## src/rtl/keypad_scanner.sv

```systemverilog
`default_nettype none
// ============================================================================
//  Module      : keypad_scanner
//  Description : Row/column matrix keypad scanner. It synchronises the row
//                inputs and steps a scan FSM on a divided tick. Presses and
//                releases are debounced, held keys auto-repeat, and key codes
//                are buffered in a small FIFO with a sticky overflow flag.
//  Revision    : 1.0 - initial release
// ============================================================================
module keypad_scanner #(
  parameter int ROWS       = 4,
  parameter int COLS       = 4,
  parameter int TICK_DIV   = 1048576,
  parameter int DEBOUNCE   = 2,
  parameter int REP_DELAY  = 24,
  parameter int REP_RATE   = 6,
  parameter int FIFO_DEPTH = 4,
  localparam int KW        = $clog2(ROWS * COLS)
) (
  input  logic            clk,
  input  logic            rst_n,
  input  logic [ROWS-1:0] row,
  output logic [COLS-1:0] col,
  input  logic            repeat_en,
  output logic [KW-1:0]   key_code,
  output logic            key_valid,
  input  logic            key_ready,
  output logic            key_held,
  output logic            overflow,
  input  logic            clr_ovf
);

  localparam int TW    = (TICK_DIV > 1) ? $clog2(TICK_DIV) : 1;
  localparam int CW    = (COLS > 1) ? $clog2(COLS) : 1;
  localparam int RW    = (ROWS > 1) ? $clog2(ROWS) : 1;
  localparam int LCW   = $clog2(ROWS + 1);
  localparam int DW    = $clog2(DEBOUNCE + 1);
  localparam int RPMAX = (REP_DELAY > REP_RATE) ? REP_DELAY : REP_RATE;
  localparam int PW    = $clog2(RPMAX + 1);
  localparam int AW    = $clog2(FIFO_DEPTH);

  typedef enum logic [2:0] {
    ST_IDLE     = 3'd0,
    ST_SCAN     = 3'd1,
    ST_DEBOUNCE = 3'd2,
    ST_PRESSED  = 3'd3,
    ST_RELEASE  = 3'd4
  } state_t;

  // --------------------------------------------------------------------------
  // Row synchroniser and scan tick
  // --------------------------------------------------------------------------
  logic [ROWS-1:0] rs_meta;
  logic [ROWS-1:0] rs;
  logic [TW-1:0]   tick_cnt;
  logic            tick;

  // Two-flop synchroniser; idles at all ones (no key closed).
  always_ff @(posedge clk or negedge rst_n) begin
    if (!rst_n) begin
      rs_meta <= '1;
      rs      <= '1;
    end else begin
      rs_meta <= row;
      rs      <= rs_meta;
    end
  end

  assign tick = (tick_cnt == TW'(TICK_DIV - 1));

  // Free-running divider producing a one-clock tick every TICK_DIV clocks.
  always_ff @(posedge clk or negedge rst_n) begin
    if (!rst_n) begin
      tick_cnt <= '0;
    end else if (tick) begin
      tick_cnt <= '0;
    end else begin
      tick_cnt <= tick_cnt + TW'(1);
    end
  end

  // --------------------------------------------------------------------------
  // Row pattern classification
  // --------------------------------------------------------------------------
  logic [RW-1:0]  low_pos;
  logic [LCW-1:0] low_cnt;
  logic           all_high;
  logic           one_low;

  // Count closed rows and remember where the (last) closed row sits.
  always_comb begin
    low_pos = '0;
    low_cnt = '0;
    for (int i = 0; i < ROWS; i++) begin
      if (!rs[i]) begin
        low_pos = RW'(i);
        low_cnt = low_cnt + LCW'(1);
      end
    end
  end

  assign all_high = (rs == '1);
  assign one_low  = (low_cnt == LCW'(1));

  // --------------------------------------------------------------------------
  // Scan FSM
  // --------------------------------------------------------------------------
  state_t          state, state_n;
  logic [CW-1:0]   idx, idx_n;
  logic [RW-1:0]   row_idx, row_idx_n;
  logic [ROWS-1:0] pattern, pattern_n;
  logic [DW-1:0]   deb_cnt, deb_n;
  logic [PW-1:0]   rep_cnt, rep_n;
  logic            rep_done, rep_done_n;
  logic            push;
  logic [KW-1:0]   push_code;

  // FSM state and its tick-driven counters.
  always_ff @(posedge clk or negedge rst_n) begin
    if (!rst_n) begin
      state    <= ST_IDLE;
      idx      <= '0;
      row_idx  <= '0;
      pattern  <= '1;
      deb_cnt  <= '0;
      rep_cnt  <= '0;
      rep_done <= 1'b0;
    end else begin
      state    <= state_n;
      idx      <= idx_n;
      row_idx  <= row_idx_n;
      pattern  <= pattern_n;
      deb_cnt  <= deb_n;
      rep_cnt  <= rep_n;
      rep_done <= rep_done_n;
    end
  end

  // Code of the latched key; the column index is still held in idx.
  assign push_code = KW'(row_idx) * KW'(COLS) + KW'(idx);

  // Next-state logic, column drive and FIFO push requests.
  always_comb begin
    state_n    = state;
    idx_n      = idx;
    row_idx_n  = row_idx;
    pattern_n  = pattern;
    deb_n      = deb_cnt;
    rep_n      = rep_cnt;
    rep_done_n = rep_done;
    push       = 1'b0;
    col        = '0;
    case (state)
      ST_IDLE: begin
        if (tick && !all_high) begin
          state_n = ST_SCAN;
          idx_n   = '0;
        end
      end
      ST_SCAN: begin
        col = ~(COLS'(1) << idx);
        if (tick) begin
          if (all_high) begin
            if (idx == CW'(COLS - 1)) begin
              state_n = ST_IDLE;
            end else begin
              idx_n = idx + CW'(1);
            end
          end else if (one_low) begin
            pattern_n = rs;
            row_idx_n = low_pos;
            deb_n     = '0;
            state_n   = ST_DEBOUNCE;
          end else begin
            // Ambiguous multi-key closure: wait for a full release.
            deb_n   = '0;
            state_n = ST_RELEASE;
          end
        end
      end
      ST_DEBOUNCE: begin
        col = ~(COLS'(1) << idx);
        if (tick) begin
          if (rs == pattern) begin
            if (deb_cnt == DW'(DEBOUNCE - 1)) begin
              state_n    = ST_PRESSED;
              push       = 1'b1;
              deb_n      = '0;
              rep_n      = '0;
              rep_done_n = 1'b0;
            end else begin
              deb_n = deb_cnt + DW'(1);
            end
          end else begin
            deb_n   = '0;
            state_n = ST_IDLE;
          end
        end
      end
      ST_PRESSED: begin
        col = ~(COLS'(1) << idx);
        if (tick) begin
          if (all_high) begin
            state_n    = ST_RELEASE;
            deb_n      = '0;
            rep_n      = '0;
            rep_done_n = 1'b0;
          end else if (!repeat_en) begin
            rep_n      = '0;
            rep_done_n = 1'b0;
          end else if (rep_cnt == (rep_done ? PW'(REP_RATE - 1) : PW'(REP_DELAY - 1))) begin
            push       = 1'b1;
            rep_n      = '0;
            rep_done_n = 1'b1;
          end else begin
            rep_n = rep_cnt + PW'(1);
          end
        end
      end
      ST_RELEASE: begin
        if (tick) begin
          if (all_high) begin
            if (deb_cnt == DW'(DEBOUNCE - 1)) begin
              deb_n   = '0;
              state_n = ST_IDLE;
            end else begin
              deb_n = deb_cnt + DW'(1);
            end
          end else begin
            deb_n = '0;
          end
        end
      end
      default: begin
        state_n = ST_IDLE;
      end
    endcase
  end

  assign key_held = (state == ST_PRESSED);

  // --------------------------------------------------------------------------
  // Key event FIFO
  // --------------------------------------------------------------------------
  logic [KW-1:0] mem [FIFO_DEPTH];
  logic [AW:0]   wr_ptr;
  logic [AW:0]   rd_ptr;
  logic          empty;
  logic          full;
  logic          pop;
  logic          do_wr;
  logic          drop;

  assign empty = (wr_ptr == rd_ptr);
  assign full  = (wr_ptr[AW] != rd_ptr[AW]) && (wr_ptr[AW-1:0] == rd_ptr[AW-1:0]);
  assign pop   = key_valid && key_ready;
  // A pop in the same clock frees the slot the push needs.
  assign do_wr = push && (!full || pop);
  assign drop  = push && full && !pop;

  assign key_valid = !empty;
  assign key_code  = mem[rd_ptr[AW-1:0]];

  // Storage and pointers; contents are cleared so reset discards old codes.
  always_ff @(posedge clk or negedge rst_n) begin
    if (!rst_n) begin
      wr_ptr <= '0;
      rd_ptr <= '0;
      for (int i = 0; i < FIFO_DEPTH; i++) begin
        mem[i] <= '0;
      end
    end else begin
      if (do_wr) begin
        mem[wr_ptr[AW-1:0]] <= push_code;
        wr_ptr              <= wr_ptr + (AW+1)'(1);
      end
      if (pop) begin
        rd_ptr <= rd_ptr + (AW+1)'(1);
      end
    end
  end

  // Sticky overflow; a drop wins over a simultaneous clear.
  always_ff @(posedge clk or negedge rst_n) begin
    if (!rst_n) begin
      overflow <= 1'b0;
    end else if (drop) begin
      overflow <= 1'b1;
    end else if (clr_ovf) begin
      overflow <= 1'b0;
    end
  end

endmodule
`default_nettype wire

```

## config.mk

```make
export PLATFORM = sky130hd
export DESIGN_NAME = keypad_scanner
export DESIGN_NICKNAME = d
export VERILOG_FILES = /design/src/rtl/keypad_scanner.sv
export SDC_FILE = /design/constraint.sdc
export NUM_CORES = 1
export LEC_CHECK = 0
export ABC_CLOCK_PERIOD_IN_PS = 2750
export BUFFER_PORTS_ARGS = -buffer_cell sky130_fd_sc_hd__buf_2
export CAP_MARGIN = 20
export CORE_MARGIN = 5
export CORE_UTILIZATION = 35
export CTS_BUF_LIST = sky130_fd_sc_hd__clkbuf_4 sky130_fd_sc_hd__clkbuf_8
export DETAILED_ROUTE_END_ITERATION = 10
export SYNTH_ARGS = -nofsm -noshare
export SYNTH_HDL_FRONTEND = slang
export SYNTH_SLANG_ARGS = --single-unit
export TNS_END_PERCENT = 5
```

## constraint.sdc

```tcl
create_clock -name clk -period 2.75 [get_ports clk]
set_input_delay 0.1375 -clock clk [delete_from_list [all_inputs] [get_ports clk]]
set_output_delay 0.1375 -clock clk [all_outputs]
set_load 0.01 [all_outputs]
```

==> results.cfg, run 1 <==
[sta]
setup_violations = 0
fin_crit_sh = 0.934
rsz0062_at_grt = false
timing.fmax_mhz = 389
slew-limit-headroom = 0.425
min_period_ns = 2.57
skew_ns = 0.0104
hold_viol = 0
fin_tns_setup_ns = 0
slew_violations = 0
tightestPinTransition_ns = 0.862

[clock_tree]
insertion_delay_ns = 0.34
clkSinkCount = 70
ctsHtreeMaxLevel = 3
cts_tree = built
ctsRootBufferMaster = clkbuf_8
path_clk_slew_ns = 0.08
cts_buffers = 9
clock_path_buffers = 2

[floorplanning]
rows = 37
die_y_um = 112
start_util = 0.356
die-area_um2 = 12500
ioPinCount = 20
chipWidth_um = 112
core_area_um2 = 10200

[logic_synthesis]
yosysTopAreaCellShare = 0.399
synth_compound_area_frac = 0.0859
synth_edf_count = 0
synthSimpleGateAreaFrac = 0.162
synthXorXnorAreaFrac = 0.0698
synth_top_family_by_area = simple AND/OR/NAND/NOR gates
ys_top_cells_by_area = dfrtp_1 (40%), dfstp_2 (8.7%), mux2_2 (8.4%), ha_1 (4.8%), xnor2_1 (4.8%)
yosys-top-cells-count = dfrtp_1 (58), mux2_2 (27), nor2_1 (25)
synth_cell_type_count = 52
synth.most_common_cell = dfrtp_1
postSynthAreaPerCell_um2 = 11.7
yosys.area.top_type = dfrtp_1
synth_area_um2 = 3640
yosysSeqAreaShare = 0.485
synthMuxAreaShare = 0.111
synth_fa_ha_area_frac = 0.0481
synth_seq_cells = 70
synth_ff_type = dfrtp_1
yosysWarnings = 0
async_reset_ff_frac = 1.00
synth_cells = 311
syn-num-nets = 334

[worst_setup_path]
cp.required_ns = 2.97
crit_fanout = 6
regToRegStartpoint = rs[1]
worst-setup-path-type = reg -> reg
end_kind = flop
crit_path_start_kind = flop
reg2regPathDepth = 10
crit-reg2reg-capture = row_idx[0]
worstSetupStartpoint = rs[1]
cp.arrival_ns = 2.79
r2r_slack_ns = 0.18

[route]
viasPerCell = 5.03
first_pass_iters = 6
num_vias = 2438
post-route-drc-count = 0
wl_per_cell_um = 13.8
drtIter0Drc = 97
ant_nets = 0
drt-total-wl_um = 6680

[power_and_ir_drop]
vdd_drop_max_mv = 0.240
internal_power_w = 0.00143
p_per_area_nw_per_um2 = 452
leakagePower_nw = 1.88
p_seq_frac = 0.560
power_w = 0.00187
clkPwrFrac = 0.402
swShare = 0.234
p_comb_frac = 0.038
switchingPower_w = 0.000438

[min_path]
min-delay-start = key_ready
hold_end = rd_ptr[2]
min_path_cells = 3
hp-class = in -> reg

[status]
status = completed

[flow_run]
drv_cap = 0

[final_layout]
area_growth_pct = 13.7
num-fill-cells = 964
diodes = 0
layout-drive-gt1-share = 0.289
num-nets-final = 367
stdcell_area_um2 = 4140

[placement]
hpwlAfterDp_um = 4710
place_congestion = 0.835
placed_area_um2 = 3870
io_buffers = 19

[global_route]
grt_max_degree = 38
grt_overflow = 0
grt_pass1_vias = 2430
grt_util_all_layers = 0.114
grt_pass1_wl_um = 11700
antenna_found_initial = 0
[power groups by stage]
stage	registers (W)	clock network, W	logic (W)
CTS	0.00105	0.000787	0.0000671
detailed placement	0.00107	0	0.0000606
finish	0.00105	0.000752	0.0000716
floorplan	0.00106	0	0.0000318
global route	0.00105	0.000833	0.0000822
global placement	0.00107	0	0.0000596
[cell families after synthesis]
kind of cell | count (synthesis)
AND/OR/NAND/NOR | 102
flip-flops | 70
AO/OA/AOI/OAI | 40
multiplexers | 32
XOR/XNOR | 29
buffers and inverters | 24
adder cells (fa/ha/maj) | 14
[sequential cells by signal, summed over array words and instances, names as in the netlist, 3 cells and up]
| name | flops |
|---|---|
| rs_meta | 4 |
| state | 3 |
| rep_cnt | 5 |
| pattern | 4 |
| mem | 16 |
| wr_ptr | 3 |
| tick_cnt | 20 |
| rd_ptr | 3 |
| rs | 4 |
[metrics by stage]
stage,worst slack (ns),util,std cells,hold slack (ns)
global placement,0.176,0.379,461,0.244
finish,0.182,0.405,485,0.0886
global route,0.0150,0.405,485,0.0839
detailed placement,0.115,0.379,461,0.244
floorplan,0.332,-,311,-0.158
CTS,0.0812,0.402,483,0.0733
[area by class of cell]
cell class                 count  area (µm²)  area share
clock buffer                  11         145      0.0351
clock inverter                 5        35.0     0.00846
inverter                      13        48.8      0.0118
multi-input combinational    217        1750       0.422
sequential                    70        1770       0.427
tap                          136         170      0.0411
timing repair buffer          33         228      0.0550
[worst max-delay path: stages, from the launching register on]
cell and delay, ns:
dfstp_2 0.57, inv_1 0.05, ha_2 0.37, xnor2_2 0.13
ha_1 0.17, nand2b_1 0.06, xnor2_1 0.16, o211ai_1 0.19
nor4_4 0.24, buf_4 0.19, mux2_2 0.33
[how the worst max path moves through the flow]
stage	endpoint	slack (ns)	cells past startpoint
2_1_floorplan	row_idx[0]	0.33	9
3_3_place_gp	row_idx[1]	0.18	9
3_5_place_dp	row_idx[0]	0.12	9
4_1_cts	row_idx[0]	0.08	9
5_1_grt	row_idx[0]	0.02	10
6_report	row_idx[0]	0.18	10
[cells in the final DEF, fill, tap and decap left out, types with 2 or more instances in the layout]
cell	netlist	layout
nand4_1	6	6
inv_1	13	13
o21ai_0	10	10
xnor2_1	20	19
dfrtp_1	58	58
or3_1	4	4
mux2_2	27	27
nand2_1	15	15
buf_4	0	7
clkbuf_8	3	10
and3b_1	2	2
o22ai_1	2	2
nor3_1	5	5
o221ai_1	2	2
nor2_1	25	25
o31ai_1	2	2
nor4_1	3	3
nor4_4	2	2
and3_1	4	4
dlygate4sd3_1	0	6
mux4_2	4	4
dfstp_2	12	12
buf_2	3	19
a21oi_1	3	3
nand3b_1	2	2
and2_2	2	2
and3_2	2	2
a31oi_1	3	3
nand3_1	19	19
clkinv_4	0	2
o211ai_1	4	4
a22o_1	2	2
ha_1	14	13
nand2b_1	4	4
xor2_1	9	9
clkinv_2	0	2
o21a_1	3	3
[what timing repair did]
action,in CTS,in global routing
endpoints found under the hold margin,41,0
hold buffers,6,0
gates resized for setup,0,2
setup buffers,0,2
endpoints found under the setup margin,0,6
[metal layers]
metal / global-route usage / share of wire / vias up
li1: - / - / 1176
met1: 0.160 / 0.50 / 1186
met2: 0.168 / 0.44 / 65
met3: 0.0348 / 0.040 / 11
met4: 0.0361 / 0.015 / 0
met5: 0 / 0 / -
Power figures use the tool's default switching activity.
==> run 2: changes to the inputs <==
--- a/config.mk
+++ b/config.mk
@@ -8,10 +8,12 @@
 export ABC_CLOCK_PERIOD_IN_PS = 2750
 export BUFFER_PORTS_ARGS = -buffer_cell sky130_fd_sc_hd__buf_2
 export CAP_MARGIN = 20
+export CORE_ASPECT_RATIO = 1.75
 export CORE_MARGIN = 5
 export CORE_UTILIZATION = 35
 export CTS_BUF_LIST = sky130_fd_sc_hd__clkbuf_4 sky130_fd_sc_hd__clkbuf_8
 export DETAILED_ROUTE_END_ITERATION = 10
+export PLACE_DENSITY = 0.6
 export SYNTH_ARGS = -nofsm -noshare
 export SYNTH_HDL_FRONTEND = slang
 export SYNTH_SLANG_ARGS = --single-unit
==> run 2 against run 1 <==
Sequential power barely moved; final cell count shrank 2.5%; global-route usage rose by 0.69 points; register-to-register slack worse by 0.04 ns; utilization decreased by 0.45 points; worst hold slack worse by 0.0024 ns; fmax shrank 1.7%; flip-flop and latch count unchanged; combinational power down 4.6%; worst setup slack worse by 0.044 ns; non-clock buffer count is 3 lower; critical endpoint unchanged.
==> results.cfg, run 2 (synthesis gave the netlist of run 1 again) <==
[status]
status = completed

[power_and_ir_drop]
p_per_area_nw_per_um2 = 452
leakagePower_nw = 1.86
p_seq_frac = 0.565
internal_power_w = 0.00139
switchingPower_w = 0.000458
swShare = 0.247
clkPwrFrac = 0.398
p_comb_frac = 0.037
vdd_drop_max_mv = 0.199

[min_path]
hp-class = in -> reg

[global_route]
grt_overflow = 0
antenna_found_initial = 0
grt_max_degree = 38
grt_util_all_layers = 0.121
grt_pass1_wl_um = 12100
grt_pass1_vias = 2550

[clock_tree]
cts_buffers = 9
clock_path_buffers = 2
cts_tree = built
insertion_delay_ns = 0.36
ctsHtreeMaxLevel = 3
ctsRootBufferMaster = clkbuf_8
clkSinkCount = 70
path_clk_slew_ns = 0.08

[floorplanning]
rows = 49
chipWidth_um = 87.1
die_y_um = 145
start_util = 0.356
ioPinCount = 20
die-area_um2 = 12600
core_area_um2 = 10200

[route]
ant_nets = 0
num_vias = 2406
drtIter0Drc = 121
wl_per_cell_um = 14.4
drt-total-wl_um = 6820
first_pass_iters = 4
post-route-drc-count = 0
viasPerCell = 5.09

[final_layout]
max_flop_register = tick_cnt
stdcell_area_um2 = 4100
reg_top3 = tick_cnt (20), mem (16), rep_cnt (5)
post-route-util = 0.400
multi_input_area_um2 = 1740
final_cell_mix = dfrtp_1 (58), mux2_2 (27), nor2_1 (25)
area_growth_pct = 12.5
num-fill-cells = 980
largest_reg_flops = 20
num-nets-final = 364
register_area_um2 = 1770
final_cells = 473
diodes = 0
layout_commonest_cell = dfrtp_1
layout-drive-gt1-share = 0.280

[sta]
min_period_ns = 2.61
fin_tns_setup_ns = 0
slew_violations = 0
skew_ns = 0.00860
setup_violations = 0
slew-limit-headroom = 0.433
rsz0062_at_grt = false
fin_crit_sh = 0.950
tightestPinTransition_ns = 0.850
hold_viol = 0
timing.fmax_mhz = 383

[placement]
dp_cells = 450
place_congestion = 0.772
hpwlAfterDp_um = 4920
io_buffers = 19
placed_area_um2 = 3850

[worst_setup_path]
cp.arrival_ns = 2.86
crit_fanout = 6
crit_path_start_kind = flop
worst-setup-path-type = reg -> reg
end_kind = flop
cp.required_ns = 2.99

[flow_run]
drv_cap = 0
## run 2: final timing paths
path | cells after the start | end | slack (ns) | from
worst min-delay path | 3 | rd_ptr[2] | 0.09 | key_ready
worst max-delay path | 9 | row_idx[0] | 0.14 | rs[0]
worst max register to register | 9 | row_idx[0] | 0.14 | rs[0]
worst min register to register | 0 | rs[2] | 0.36 | rs_meta[2]
max in group asynchronous | 3 | rs[0] | 1.60 | rst_n
min in group asynchronous | 2 | mem[6] | 0.43 | rst_n
## run 2: power by group through the flow
| stage | Combinational, W | Clock (W) | Sequential (W) |
|---|---|---|---|
| 6_report | 0.0000683 | 0.000738 | 0.00105 |
| 5_1_grt | 0.0000783 | 0.000811 | 0.00105 |
| 4_1_cts | 0.0000682 | 0.000767 | 0.00105 |
| 3_5_place_dp | 0.0000614 | 0 | 0.00107 |
| 3_3_place_gp | 0.0000596 | 0 | 0.00107 |
| 2_1_floorplan | 0.0000318 | 0 | 0.00106 |
## run 2: worst max-delay path, cell delays in order (launching register included)
cell,delay (ns)
dfstp_2,0.56
inv_1,0.05
ha_1,0.36
xnor2_2,0.17
ha_1,0.30
nor2_1,0.11
o211ai_1,0.17
nor4_4,0.25
buf_4,0.19
mux2_2,0.33
## run 2: timing repair
| item | CTS | global route |
|---|---|---|
| gates resized for setup | 0 | 1 |
| buffers inserted | 0 | 1 |
| hold endpoints to repair | 35 | 0 |
| hold buffers | 6 | 0 |
| setup endpoints to repair | 0 | 6 |
## run 2: routing by layer
| metal | track usage | wire [µm] | share of wire | vias up |
|---|---|---|---|---|
| met5 | 0 | 0 | 0 | - |
| met4 | 0.0584 | 200 | 0.029 | 0 |
| met3 | 0.0340 | 269 | 0.039 | 12 |
| met2 | 0.204 | 3640 | 0.53 | 36 |
| met1 | 0.137 | 2710 | 0.40 | 1187 |
| li1 | - | - | - | 1171 |
## run 2: area by class of cell
class,count,share of cell area
Timing Repair Buffer,30,0.0501
Clock inverter,7,0.0122
Tap cell,127,0.0388
Sequential cell,70,0.431
Inverter,13,0.0119
Multi-Input combinational cell,217,0.425
Clock buffer,9,0.0302
## run 2: per-stage QoR
step	power, W	hold slack (ns)	setup slack (ns)
after floorplan	0.00109	-0.158	0.332
after detailed placement	0.00113	0.244	0.0903
after CTS	0.00188	0.0796	0.0803
final	0.00185	0.0862	0.138
after global placement	0.00113	0.244	0.162
after global routing	0.00194	0.0904	0.0193
==> run 3: changes to the inputs <==
--- a/config.mk
+++ b/config.mk
@@ -6,14 +6,14 @@
 export NUM_CORES = 1
 export LEC_CHECK = 0
 export ABC_CLOCK_PERIOD_IN_PS = 2750
-export BUFFER_PORTS_ARGS = -buffer_cell sky130_fd_sc_hd__buf_2
 export CAP_MARGIN = 20
 export CORE_ASPECT_RATIO = 1.75
 export CORE_MARGIN = 5
 export CORE_UTILIZATION = 35
 export CTS_BUF_LIST = sky130_fd_sc_hd__clkbuf_4 sky130_fd_sc_hd__clkbuf_8
 export DETAILED_ROUTE_END_ITERATION = 10
-export PLACE_DENSITY = 0.6
+export DONT_BUFFER_PORTS = 1
+export PLACE_DENSITY = 0.58
 export SYNTH_ARGS = -nofsm -noshare
 export SYNTH_HDL_FRONTEND = slang
 export SYNTH_SLANG_ARGS = --single-unit
==> run 3 against run 2 <==
Clock skew is 0.00064 ns higher; final area shrank 1.2%; critical path type unchanged; non-clock buffer count shrank 15; sequential share of layout area grew 0.52 points; worst setup slack improved by 0.024 ns; fmax is 0.94% higher.
==> results.cfg, run 3 (synthesis gave the netlist of run 1 again) <==
[status]
status = completed

[global_route]
grt_pass1_vias = 2475
grt_max_degree = 71
grt_pass1_wl_um = 12000
grt_util_all_layers = 0.122
grt_overflow = 0
antenna_found_initial = 0

[floorplanning]
rows = 49
ioPinCount = 20
core_area_um2 = 10200
chipWidth_um = 87.1
start_util = 0.356
die_y_um = 145
die-area_um2 = 12600

[clock_tree]
path_clk_slew_ns = 0.07
clkSinkCount = 70
cts_buffers = 9
insertion_delay_ns = 0.35
ctsRootBufferMaster = clkbuf_8
clock_path_buffers = 2
ctsHtreeMaxLevel = 3
cts_tree = built

[sta]
setup_violations = 0
tightestPinTransition_ns = 0.480
slew_violations = 0
fin_tns_setup_ns = 0
fin_crit_sh = 0.941
rsz0062_at_grt = false
timing.fmax_mhz = 386
min_period_ns = 2.59
skew_ns = 0.00924
slew-limit-headroom = 0.676
hold_viol = 0
fin_ws_ns = 0.162

[worst_setup_path]
crit_path_start_kind = flop
cp_top_family = flip-flops
crit_path_max_incr_delay_ns = 0.56
crit_buf_inv = 2
cp_common_cell = ha_1
cp.required_ns = 2.99
crit_fanout = 6
worst-setup-path-type = reg -> reg
crit_chain = inv_1, ha_1, xnor2_2, ha_1, nand2b_1, xnor2_1, o211ai_1, nor4_4, buf_4, mux2_2
cp_slowest_cell = dfstp_2
end_kind = flop
cp.arrival_ns = 2.83

[route]
num_vias = 2385
wl_per_cell_um = 15.4
viasPerCell = 5.21
drtIter0Drc = 82
post-route-drc-count = 0
ant_nets = 0
first_pass_iters = 4
drt-total-wl_um = 7050

[final_layout]
largest_reg_flops = 20
diodes = 0
num-nets-final = 349
max_flop_register = tick_cnt
layout-drive-gt1-share = 0.242
area_growth_pct = 11.2
layout_commonest_cell = dfrtp_1
reg_top3 = tick_cnt (20), mem (16), rep_cnt (5)
final_cell_mix = dfrtp_1 (58), mux2_2 (27), nor2_1 (25)

[power_and_ir_drop]
internal_power_w = 0.00145
swShare = 0.227
clkPwrFrac = 0.405
switchingPower_w = 0.000425
p_seq_frac = 0.560
vdd_drop_max_mv = 0.234
leakagePower_nw = 1.80
p_per_area_nw_per_um2 = 462
p_comb_frac = 0.035

[min_path]
hp-class = in -> reg

[placement]
place_ws_ns = 0.0894
place_congestion = 0.729
io_buffers = 0
hpwlAfterDp_um = 5090

[flow_run]
drv_cap = 0
==> run 3: changes by cell type in the layout (fill, tap and decap cells not counted) <==
cell,before,now
buf_12,1,0
buf_16,0,1
buf_2,19,0
buf_4,4,7
clkbuf_4,0,1
clkbuf_8,9,11
clkinv_1,0,1
clkinv_4,1,0
clkinvlp_4,3,1
dlygate4sd3_1,6,7
inv_6,1,0
==> run 3: final timing paths <==
| check | startpoint | to | slack (ns) | cells past startpoint |
|---|---|---|---|---|
| setup / recovery | rs[0] | row_idx[0] | 0.16 | 10 |
| hold / removal | repeat_en | rep_done | 0.09 | 2 |
| setup reg to reg | rs[0] | row_idx[0] | 0.16 | 10 |
| hold reg to reg | rs_meta[2] | rs[2] | 0.36 | 0 |
| max in group asynchronous | rst_n | rs[0] | 2.08 | 2 |
| min in group asynchronous | rst_n | idx[0] | 0.35 | 2 |
==> run 3: final cells by class <==
class | count | area (µm²)
clock inverters | 4 | 21.3
repair buffers | 15 | 150
fillers | 1002 | 6190
multi-input cells | 217 | 1740
clock buffers | 12 | 159
well taps | 127 | 159
flip-flops and latches | 70 | 1770
inverters | 13 | 48.8
==> run 3: power by group through the flow <==
stage                     clock (W)  sequential [W]  combinational (W)
final                      0.000758         0.00105          0.0000661
after global routing       0.000841         0.00105          0.0000758
after CTS                  0.000795         0.00105          0.0000666
after detailed placement          0         0.00107          0.0000320
after global placement            0         0.00107          0.0000303
after floorplan                   0         0.00106          0.0000318
==> run 3: metal layers <==
metal | part of all wire | track usage | up-vias | wire, µm
met4 | 0.018 | 0.0561 | 0 | 124
met3 | 0.035 | 0.0318 | 8 | 248
met5 | 0 | 0 | - | 0
met1 | 0.40 | 0.134 | 1200 | 2810
met2 | 0.55 | 0.213 | 40 | 3870
li1 | - | - | 1137 | -
==> run 3: worst reg2reg max path, delay by kind of cell (launching register included) <==
kind | cells | cell delay, ns
XOR/XNOR | 2 | 0.34
AO/OA/AOI/OAI | 1 | 0.18
buffers and inverters | 2 | 0.24
flip-flops | 1 | 0.56
adder cells (fa/ha/maj) | 2 | 0.54
multiplexers | 1 | 0.33
AND/OR/NAND/NOR | 2 | 0.31
==> run 3: through the flow <==
stage	util	total power [W]	cells	cell area (µm²)	hold WS (ns)
floorplan	-	0.00109	311	3640	-0.158
global placement	0.367	0.00110	433	3750	-0.156
detailed placement	0.367	0.00110	433	3750	-0.156
finish	0.395	0.00187	458	4050	0.0893
global route	0.395	0.00196	458	4050	0.0899
CTS	0.394	0.00191	457	4030	0.0780
==> run 3: timing repair <==
| item | 4_1_cts | 5_1_grt |
|---|---|---|
| setup endpoints to repair | 0 | 6 |
| resized for setup | 0 | 1 |
| buffers inserted | 0 | 1 |
| hold endpoints to repair | 77 | 0 |
| hold buffers | 8 | 0 |
